==> config.mk <==
export PLATFORM = sky130hd
export DESIGN_NAME = i2c_target_regs
export DESIGN_NICKNAME = d
export VERILOG_FILES = /design/src/rtl/i2c_target_pkg.sv /design/src/rtl/i2c_line_filter.sv /design/src/rtl/i2c_target_regs.sv
export SDC_FILE = /design/constraint.sdc
export NUM_CORES = 1
export LEC_CHECK = 0
export CAP_MARGIN = 20
export CORE_MARGIN = 5
export CORE_UTILIZATION = 56
export CTS_BUF_LIST = sky130_fd_sc_hd__clkbuf_8
export DETAILED_ROUTE_END_ITERATION = 7
export PLACE_DENSITY = 0.71
export RECOVER_POWER = 25
export SLEW_MARGIN = 20
export SYNTH_ARGS = -nofsm -noshare
export SYNTH_HDL_FRONTEND = slang
export SYNTH_SLANG_ARGS = --single-unit
==> constraint.sdc <==
create_clock -name clk_riscv -period 3.2 [get_ports clk_riscv]
set_clock_uncertainty 0.2 [all_clocks]
set_input_delay 0.64 -clock clk_riscv [delete_from_list [all_inputs] [get_ports clk_riscv]]
set_output_delay 0.64 -clock clk_riscv [all_outputs]
set_load 0.03 [all_outputs]
==> src/rtl/i2c_target_pkg.sv <==
// Shared types and constants for the I2C target register block.
// Imported by the top level and by the testbench.
package i2c_target_pkg;

    typedef enum logic [2:0] {
        IDLE,
        ADDR,
        ADDR_ACK,
        RX_BYTE,
        RX_ACK,
        TX_BYTE,
        TX_MACK,
        IGNORE
    } state_t;

    localparam logic I2C_ACK  = 1'b0;
    localparam logic I2C_NACK = 1'b1;

endpackage

==> src/rtl/i2c_line_filter.sv <==
// Two-flop synchronizer followed by a FILT_LEN-sample glitch filter for one I2C line.
// Provides the filtered level plus single-cycle rise/fall pulses; everything resets to idle-high.
module i2c_line_filter #(
    parameter int FILT_LEN = 3
) (
    input  logic clk_riscv,
    input  logic rst_in,
    input  logic line_raw,
    output logic line,
    output logic rise,
    output logic fall
);

    localparam int CW = $clog2(FILT_LEN + 1);

    logic [1:0]    sync;
    logic          line_d;
    logic [CW-1:0] cnt;

    // NOTE: state flops use non-blocking assignments so every flop samples pre-edge values.
    always_ff @(posedge clk_riscv or negedge rst_in) begin
        if (!rst_in) begin
            sync   <= 2'b11;
            line   <= 1'b1;
            line_d <= 1'b1;
            cnt    <= '0;
        end else begin
            sync   <= {sync[0], line_raw};
            line_d <= line;
            if (sync[1] == line) begin
                cnt <= '0;
            end else if (cnt == CW'(FILT_LEN - 1)) begin
                line <= sync[1];
                cnt  <= '0;
            end else begin
                cnt <= cnt + CW'(1);
            end
        end
    end

    assign rise = line & ~line_d;
    assign fall = ~line & line_d;

endmodule

==> src/rtl/i2c_target_regs.sv <==
// I2C target exposing an NREGS x 8 register file with pointer-then-data framing,
// plus a host-side port onto the same registers. Never stretches SCL.
module i2c_target_regs
    import i2c_target_pkg::*;
#(
    parameter logic [6:0] DEV_ADDR = 7'h42,
    parameter int         NREGS    = 16,
    parameter int         FILT_LEN = 3,
    localparam int        AW       = $clog2(NREGS)
) (
    input  logic          clk_riscv,
    input  logic          rst_in,
    input  logic          scl_in,
    input  logic          sda_in,
    output logic          sda_oe,
    input  logic [AW-1:0] host_addr,
    input  logic          host_we,
    input  logic [7:0]    host_wdata,
    output logic [7:0]    host_rdata,
    output logic          wr_strobe,
    output logic [AW-1:0] wr_addr,
    output logic          busy
);

    logic scl_f, scl_rise, scl_fall;
    logic sda_f, sda_rise, sda_fall;
    logic start_det, stop_det;

    i2c_line_filter #(.FILT_LEN(FILT_LEN)) u_scl_filt (
        .clk_riscv (clk_riscv),
        .rst_in    (rst_in),
        .line_raw  (scl_in),
        .line      (scl_f),
        .rise      (scl_rise),
        .fall      (scl_fall)
    );

    i2c_line_filter #(.FILT_LEN(FILT_LEN)) u_sda_filt (
        .clk_riscv (clk_riscv),
        .rst_in    (rst_in),
        .line_raw  (sda_in),
        .line      (sda_f),
        .rise      (sda_rise),
        .fall      (sda_fall)
    );

    assign start_det = sda_fall & scl_f;
    assign stop_det  = sda_rise & scl_f;

    logic [7:0]    regs [NREGS];
    logic [7:0]    tx_byte;

    state_t        state, state_n;
    logic [3:0]    bit_cnt, bit_cnt_n;
    logic [7:0]    shift, shift_n;
    logic [AW-1:0] ptr, ptr_n;
    logic          rw, rw_n;
    logic          first_byte, first_n;
    logic          mack, mack_n;
    logic          sda_oe_n, busy_n;
    logic          rx_we;

    assign tx_byte = regs[ptr];

    always_ff @(posedge clk_riscv or negedge rst_in) begin
        if (!rst_in) begin
            state      <= IDLE;
            bit_cnt    <= '0;
            shift      <= '0;
            ptr        <= '0;
            rw         <= 1'b0;
            first_byte <= 1'b0;
            mack       <= I2C_NACK;
            sda_oe     <= 1'b0;
            busy       <= 1'b0;
        end else begin
            state      <= state_n;
            bit_cnt    <= bit_cnt_n;
            shift      <= shift_n;
            ptr        <= ptr_n;
            rw         <= rw_n;
            first_byte <= first_n;
            mack       <= mack_n;
            sda_oe     <= sda_oe_n;
            busy       <= busy_n;
        end
    end

    // NOTE: every combinational output takes a default first, so no path can infer a latch.
    always_comb begin
        state_n   = state;
        bit_cnt_n = bit_cnt;
        shift_n   = shift;
        ptr_n     = ptr;
        rw_n      = rw;
        first_n   = first_byte;
        mack_n    = mack;
        sda_oe_n  = sda_oe;
        busy_n    = busy;
        rx_we     = 1'b0;

        if (stop_det) begin
            state_n  = IDLE;
            sda_oe_n = 1'b0;
            busy_n   = 1'b0;
        end else if (start_det) begin
            state_n   = ADDR;
            bit_cnt_n = '0;
            sda_oe_n  = 1'b0;
        end else begin
            case (state)
                ADDR, RX_BYTE: begin
                    if (scl_rise) begin
                        shift_n   = {shift[6:0], sda_f};
                        bit_cnt_n = bit_cnt + 4'd1;
                    end else if (scl_fall && bit_cnt == 4'd8) begin
                        bit_cnt_n = '0;
                        if (state == ADDR) begin
                            if (shift[7:1] == DEV_ADDR) begin
                                state_n  = ADDR_ACK;
                                sda_oe_n = 1'b1;
                                busy_n   = 1'b1;
                                rw_n     = shift[0];
                            end else begin
                                state_n = IGNORE;
                                busy_n  = 1'b0;
                            end
                        end else begin
                            state_n  = RX_ACK;
                            sda_oe_n = 1'b1;
                            if (first_byte) begin
                                ptr_n   = shift[AW-1:0];
                                first_n = 1'b0;
                            end else begin
                                rx_we = 1'b1;
                                ptr_n = ptr + AW'(1);
                            end
                        end
                    end
                end
                ADDR_ACK: begin
                    if (scl_fall) begin
                        bit_cnt_n = '0;
                        if (!rw) begin
                            state_n  = RX_BYTE;
                            sda_oe_n = 1'b0;
                            first_n  = 1'b1;
                        end else begin
                            state_n  = TX_BYTE;
                            shift_n  = tx_byte;
                            sda_oe_n = ~tx_byte[7];
                        end
                    end
                end
                RX_ACK: begin
                    if (scl_fall) begin
                        state_n  = RX_BYTE;
                        sda_oe_n = 1'b0;
                    end
                end
                TX_BYTE: begin
                    // The shift register is a snapshot; host writes cannot alter bits in flight.
                    if (scl_fall) begin
                        if (bit_cnt == 4'd7) begin
                            state_n   = TX_MACK;
                            sda_oe_n  = 1'b0;
                            ptr_n     = ptr + AW'(1);
                            bit_cnt_n = '0;
                        end else begin
                            shift_n   = {shift[6:0], 1'b0};
                            sda_oe_n  = ~shift[6];
                            bit_cnt_n = bit_cnt + 4'd1;
                        end
                    end
                end
                TX_MACK: begin
                    if (scl_rise) begin
                        mack_n = sda_f;
                    end else if (scl_fall) begin
                        if (mack == I2C_ACK) begin
                            state_n   = TX_BYTE;
                            shift_n   = tx_byte;
                            sda_oe_n  = ~tx_byte[7];
                            bit_cnt_n = '0;
                        end else begin
                            state_n = IGNORE;
                            busy_n  = 1'b0;
                        end
                    end
                end
                default: ;
            endcase
        end
    end

    // NOTE: the register file is a small flop array with a defined reset value, not a RAM.
    always_ff @(posedge clk_riscv or negedge rst_in) begin
        if (!rst_in) begin
            for (int i = 0; i < NREGS; i++) begin
                regs[i] <= '0;
            end
        end else begin
            if (rx_we) begin
                regs[ptr] <= shift;
            end
            // Host write comes last so it wins a same-cycle, same-register collision.
            if (host_we) begin
                regs[host_addr] <= host_wdata;
            end
        end
    end

    always_ff @(posedge clk_riscv or negedge rst_in) begin
        if (!rst_in) begin
            host_rdata <= '0;
            wr_strobe  <= 1'b0;
            wr_addr    <= '0;
        end else begin
            host_rdata <= regs[host_addr];
            wr_strobe  <= rx_we;
            if (rx_we) begin
                wr_addr <= ptr;
            end
        end
    end

endmodule

==> out/qor.txt, run 1 <==
antenna viol nets, final: 0
Clk pwr share: 21.9%
RSZ-0062 raised after global routing: no
family with the most delay on the worst path: simple AND/OR/NAND/NOR gates
DR DRC count: 0
slew margin rel.: -14.36%
number of synthesized flops with an enable pin: 0
share of cells above drive strength 1: 19.55%
Cells after Synth: 969
Reg clk slew, reported paths: 0.09 ns
die height: 147.6 um
Power per Cell Area: 589.7 nW/um^2
Synth cell types: 64
Buf/Inv on CP: 1
Pre-antenna DRT Iters: 5
Tot Pwr: 0.006783 W
Worst-Skew Late Latency: 0.47 ns
FF-to-FF path depth: 6
Rows: 50
critical path class: reg -> reg
Main synth FF type: dfrtp_1
Tcrit/Tclk final: 87.24%
top area cells in the synthesized netlist: dfrtp_1, mux4_2, mux2i_1
arrival time worst endpoint: 2.92 ns
Worst Setup Start Kind: flop
CP Capture Type: flop
hpwl dp: 19.39 mm
Syn Area/Cell: 10.95 um^2
WP depth: 6
Area growth, synth to finish: 8.434%
Die X: 147.6 um
status: finished, violations left
Max VDD drop: 0.0003266 V
setup_tns: 0 ns
logic gate share of total power: 30.1%
global-route wire length before repair: 45.07 mm
Via density: 6.484
Max-Cap Viols: 1
Max stage delay on crit path: 0.64 ns
total core area: 18,710 um^2
Net Sw Frac: 36.23%
area leader, netlist: dfrtp_1
Synth async-reset ratio: 100.0%
port buffer count: 31
Sw Pwr: 0.002458 W
Layout Nets: 992
n_diodes: 0
Worst path slowest cell: dfrtp_2
initial antenna violation count: 0
vias in the first global route: 7,811
Placed Area: 11,130 um^2
Starting Density: 56.71%
violated checks: max-capacitance violations, max-slew violations
post-synth top area share: 39.63%
Placer Congestion: 0.9100
Total Die Area: 21,790 um^2
Int Power: 0.004325 W
Cells after DPL: 1,183
final setup vio count: 0
clock buffer count from CTS: 17
critical path required time: 3.32 ns
# IOs: 32
worst setup path start: ptr[0]
Pleak: 5.215 nW
Yosys Warn Count: 0
worst reg2reg startpoint: ptr[0]
total grt overflow: 0
clk buf depth: 2
Min-Delay Startpoint: u_scl_filt.sync[0]
post-route insts no fill: 1,216
Max Clock Freq: 358.2 MHz
worst path cell trace: inv_1 > ha_1 > nor2b_1 > nand4_2 > mux2i_1 > a21oi_1
crit path max fanout: 19
min Tclk post-route: 2.792 ns
Slew Limit Fails: 63
clock root cell: clkbuf_8
Least-Margin Pin Slew: 1.715 ns
post-synthesis register bit count: 177
Hold Violations, Final: 0
hold path depth: 0
GRT Overall Usage: 26.85%
Syn Std Cell Area: 10,610 um^2
TritonCTS Sinks: 177
final instance area: 11,500 um^2
HP Class: reg -> reg
via count: 7,884
number of DRC markers in iteration 0: 899
largest net degree at the start of global routing: 66
WL final: 28.15 mm
H-Tree Depth: 4
routed len/inst: 23.15 um
Synth Net Count: 992
Reg power frac: 48.0%
Seq/Total Area, Yosys: 41.86%
CTS tree: done
[metrics by stage]
step	setup slack, ns	util, %	hold WS, ns
after floorplan	0.7736	-	0.1444
after global placement	0.3464	59.50	0.1462
after detailed placement	0.3305	59.50	0.1476
after CTS	0.4301	61.53	0.1605
after global routing	0.2359	61.49	0.1669
final	0.4082	61.49	0.1586
[power by group through the flow]
| stage | Sequential (W) | Combinational [W] | Clock [W] |
|---|---|---|---|
| after floorplan | 0.00311 | 0.00149 | 0 |
| after global placement | 0.00326 | 0.00201 | 0 |
| after detailed placement | 0.00328 | 0.00205 | 0 |
| after CTS | 0.00324 | 0.00205 | 0.00152 |
| after global routing | 0.00332 | 0.00223 | 0.00161 |
| final | 0.00325 | 0.00204 | 0.00149 |
[synthesized netlist by cell type, types with 4 or more instances]
cell	instances
buf_1	13
nand2_1	91
nand4_2	4
nor2_1	87
dfrtp_1	168
inv_1	7
buf_2	20
ha_1	6
nor2b_1	14
a21oi_1	84
and3_1	4
dfstp_2	9
a22oi_1	16
nand3_4	9
mux4_2	72
o21ai_1	25
nor3b_1	5
mux2i_1	131
clkbuf_1	49
mux2_2	11
nand3_1	8
nand2b_1	12
nor3_1	8
a31oi_1	4
nand3b_1	4
o21ai_0	52
[layer usage]
| metal | vias up | track usage (%) | share of wire (%) |
|---|---|---|---|
| met3 | 41 | 6.376 | 8.1 |
| li1 | 3539 | - | - |
| met4 | 0 | 7.596 | 1.8 |
| met1 | 3925 | 37.26 | 42 |
| met5 | - | 0 | 0 |
| met2 | 379 | 42.72 | 48 |
[cell families (layout without fill, tap and decap cells)]
kind of cell               Yosys count  after routing  synth area share, %
AOI/OAI and AO/OA                  203            203                10.80
xor gates and xnor gates             3              3               0.2477
adders and majority gates            6              6               0.7077
buffers and inverters               97            110                4.117
DFF                                177            177                41.86
muxes                              214            214                28.82
and+or+nand+nor                    269            269                13.45
[area by class of cell]
class / instances / area, um^2
flip-flops and latches: 177 / 4443
fillers: 1491 / 7203
well taps: 234 / 292.8
inverters: 7 / 26.28
multi-input cells: 695 / 5737
clock buffers: 17 / 234.0
repair buffers: 71 / 635.6
clock inverters: 15 / 133.9
[flip-flops by register name (all words and copies together), names as in the netlist, 2 cells and up]
register,flops
u_scl_filt.sync,2
shift,8
u_sda_filt.cnt,2
u_sda_filt.sync,2
bit_cnt,4
host_rdata,8
state,3
ptr,4
wr_addr,4
regs,128
u_scl_filt.cnt,2
[repair_timing]
| item | in CTS | in global routing |
|---|---|---|
| setup endpoints to repair | 0 | 0 |
| buffers inserted | 0 | 0 |
| endpoints found under the hold margin | 53 | 0 |
| hold buffers | 1 | 0 |
| gates resized for setup | 0 | 0 |
[cell usage in the layout, fill, tap and decap left out, drive strengths merged, types with 10 or more instances in the layout]
cell type | Yosys | layout
clkbuf | 52 | 18
mux2i | 131 | 131
o21ai | 77 | 77
buf | 38 | 41
dfrtp | 168 | 168
a22oi | 16 | 16
nor2b | 14 | 14
mux4 | 72 | 72
nor2 | 87 | 87
nand3 | 20 | 20
a21oi | 86 | 86
mux2 | 11 | 11
nand2 | 91 | 91
nand2b | 12 | 12
inv | 7 | 10
clkdlybuf4s50 | 0 | 26
[worst paths after layout]
check | slack (ns) | end
max | 0.41 | regs[73]
min | 0.16 | u_scl_filt.sync[1]
max reg2reg | 0.41 | regs[73]
min reg2reg | 0.16 | u_scl_filt.sync[1]
max in group asynchronous | 0.75 | regs[7]
min in group asynchronous | 0.96 | bit_cnt[1]
No activity file was read; power rests on OpenSTA's default activity.
==> inputs of run 2 (changes only) <==
--- a/config.mk
+++ b/config.mk
@@ -7,10 +7,10 @@
 export LEC_CHECK = 0
 export CAP_MARGIN = 20
 export CORE_MARGIN = 5
-export CORE_UTILIZATION = 56
+export CORE_UTILIZATION = 52
 export CTS_BUF_LIST = sky130_fd_sc_hd__clkbuf_8
 export DETAILED_ROUTE_END_ITERATION = 7
-export PLACE_DENSITY = 0.71
+export PLACE_DENSITY = 0.66
 export RECOVER_POWER = 25
 export SLEW_MARGIN = 20
 export SYNTH_ARGS = -nofsm -noshare
==> run 2 against run 1 <==
The flow still finishes with violations (max-capacitance violations, max-slew violations). Combinational power down 5%. Sequential power is 2% higher. Critical path depth unchanged. Non-clock buffer count up 3. Utilization down 4.0 points. Maximum frequency is 1.3% lower. Worst setup slack lost 0.037 ns. Global-route usage shrank 2.2 points. Sequential cell count is the same.
==> out/qor.txt, run 2 (synthesis gave the netlist of run 1 again) <==
arrival time worst endpoint: 2.96 ns
Tot Pwr: 0.006715 W
Area growth, synth to finish: 9.389%
largest net degree at the start of global routing: 65
port buffer count: 31
Via density: 6.120
Power per Cell Area: 578.7 nW/um^2
final setup vio count: 0
critical path required time: 3.33 ns
clock root cell: clkbuf_8
antenna viol nets, final: 0
CP Capture Type: flop
vias in the first global route: 7,412
Reg clk slew, reported paths: 0.09 ns
Placer Congestion: 0.8521
Rows: 52
min Tclk post-route: 2.829 ns
most frequent cells in the layout: dfrtp_1, mux2i_1, nand2_1
family with the most delay on the worst path: simple AND/OR/NAND/NOR gates
HP Class: reg -> reg
Tcrit/Tclk final: 88.40%
Die X: 152.8 um
max reg flops: 128
# IOs: 32
worst path cell trace: buf_4 > ha_1 > nor2b_1 > nand4_2 > mux2i_1 > a21oi_1
slew margin rel.: -1.245%
Slew Limit Fails: 54
hpwl dp: 19.18 mm
Starting Density: 52.59%
via count: 7,687
critical path class: reg -> reg
number of DRC markers in iteration 0: 833
Pre-antenna DRT Iters: 5
Hold Violations, Final: 0
Max Clock Freq: 353.5 MHz
routed len/inst: 22.44 um
Max-Cap Viols: 1
Max VDD drop: 0.0003835 V
crit path max fanout: 22
Worst Setup Start Kind: flop
total grt overflow: 0
TritonCTS Sinks: 177
Buf/Inv on CP: 1
clock buffer count from CTS: 17
Least-Margin Pin Slew: 1.519 ns
WL final: 28.18 mm
H-Tree Depth: 4
setup_tns: 0 ns
clk buf depth: 2
Max stage delay on crit path: 0.63 ns
status: finished, violations left
initial antenna violation count: 1
global-route wire length before repair: 45.07 mm
violated checks: max-capacitance violations, max-slew violations
commonest non-fill, non-tap cell in the layout: dfrtp_1
Pleak: 5.243 nW
GRT Overall Usage: 24.69%
total core area: 20,170 um^2
Layout Nets: 995
share of cells above drive strength 1: 19.70%
Worst-Skew Late Latency: 0.48 ns
Total Die Area: 23,360 um^2
DR DRC count: 0
RSZ-0062 raised after global routing: no
Top reg by flops: regs
die height: 152.8 um
CTS tree: done
Worst path slowest cell: nor2b_1
Largest regs: regs x128, host_rdata x8, shift x8
run 2: cell count changes in the layout (fill, tap and decap cells not counted), sizes merged:
| cell | before | now |
|---|---|---|
| diode | 0 | 1 |
| buf | 41 | 44 |
| inv | 10 | 9 |
| clkbuf | 18 | 21 |
| clkinvlp | 6 | 5 |
| bufinv | 1 | 0 |
run 2: metal layers:
layer / share of wire [%] / track usage, % / vias to the layer above / wire [um]
met1: 43 / 34.43 / 3841 / 12040
met4: 2.0 / 7.000 / 0 / 568
met5: 0 / 0 / - / 0
met3: 6.6 / 5.344 / 38 / 1855
met2: 49 / 39.52 / 262 / 13720
li1: - / - / 3546 / -
run 2: report_power, final:
group	switching (W)	total (W)	internal (W)
sequential	0.000565	0.00332	0.00276
combinational	0.000999	0.00194	0.000941
clock	0.000854	0.00145	0.000598
total	0.00242	0.00671	0.00430
run 2: layout make-up:
type / count / area, um^2
antenna: 1 / 2.502
tap: 270 / 337.8
clock buffer: 20 / 275.3
clock inverter: 12 / 86.33
fill: 1698 / 8566
inverter: 7 / 26.28
sequential: 177 / 4443
multi-input combinational: 695 / 5737
timing repair buffer: 74 / 695.7
run 2: worst paths after layout:
kind	from	end	slack, ns	cells after the start
min	u_sda_filt.sync[0]	u_sda_filt.sync[1]	0.16	0
min in group asynchronous	rst_in	u_scl_filt.cnt[0]	0.88	2
max reg2reg	ptr[1]	regs[79]	0.37	6
min reg2reg	u_sda_filt.sync[0]	u_sda_filt.sync[1]	0.16	0
max in group asynchronous	rst_in	regs[44]	0.86	3
max	ptr[1]	regs[79]	0.37	6
run 2: what timing repair did:
action                    CTS  global route
hold endpoints to repair   44             0
setup buffers               0             0
hold buffers                1             0
resized for setup           0             0
run 2: worst reg2reg max path, delay by kind of cell, from the launching register on:
family | cells | cell delay, ns
adders and majority gates | 1 | 0.21
muxes | 1 | 0.29
and+or+nand+nor | 2 | 1.16
AOI/OAI and AO/OA | 1 | 0.09
DFF | 1 | 0.39
buffers and inverters | 1 | 0.36
run 2: per-stage QoR:
step / setup slack (ns) / hold WS (ns) / cells / cell area [um^2] / utilization [%]
final: 0.3712 / 0.1617 / 1256 / 11600 / 57.53
after global routing: 0.2236 / 0.1696 / 1256 / 11600 / 57.53
after CTS: 0.4266 / 0.1637 / 1255 / 11610 / 57.56
after detailed placement: 0.2413 / 0.1479 / 1222 / 11240 / 55.72
after global placement: 0.3138 / 0.1461 / 1222 / 11240 / 55.72
after floorplan: 0.7736 / 0.1444 / 969 / 10610 / -
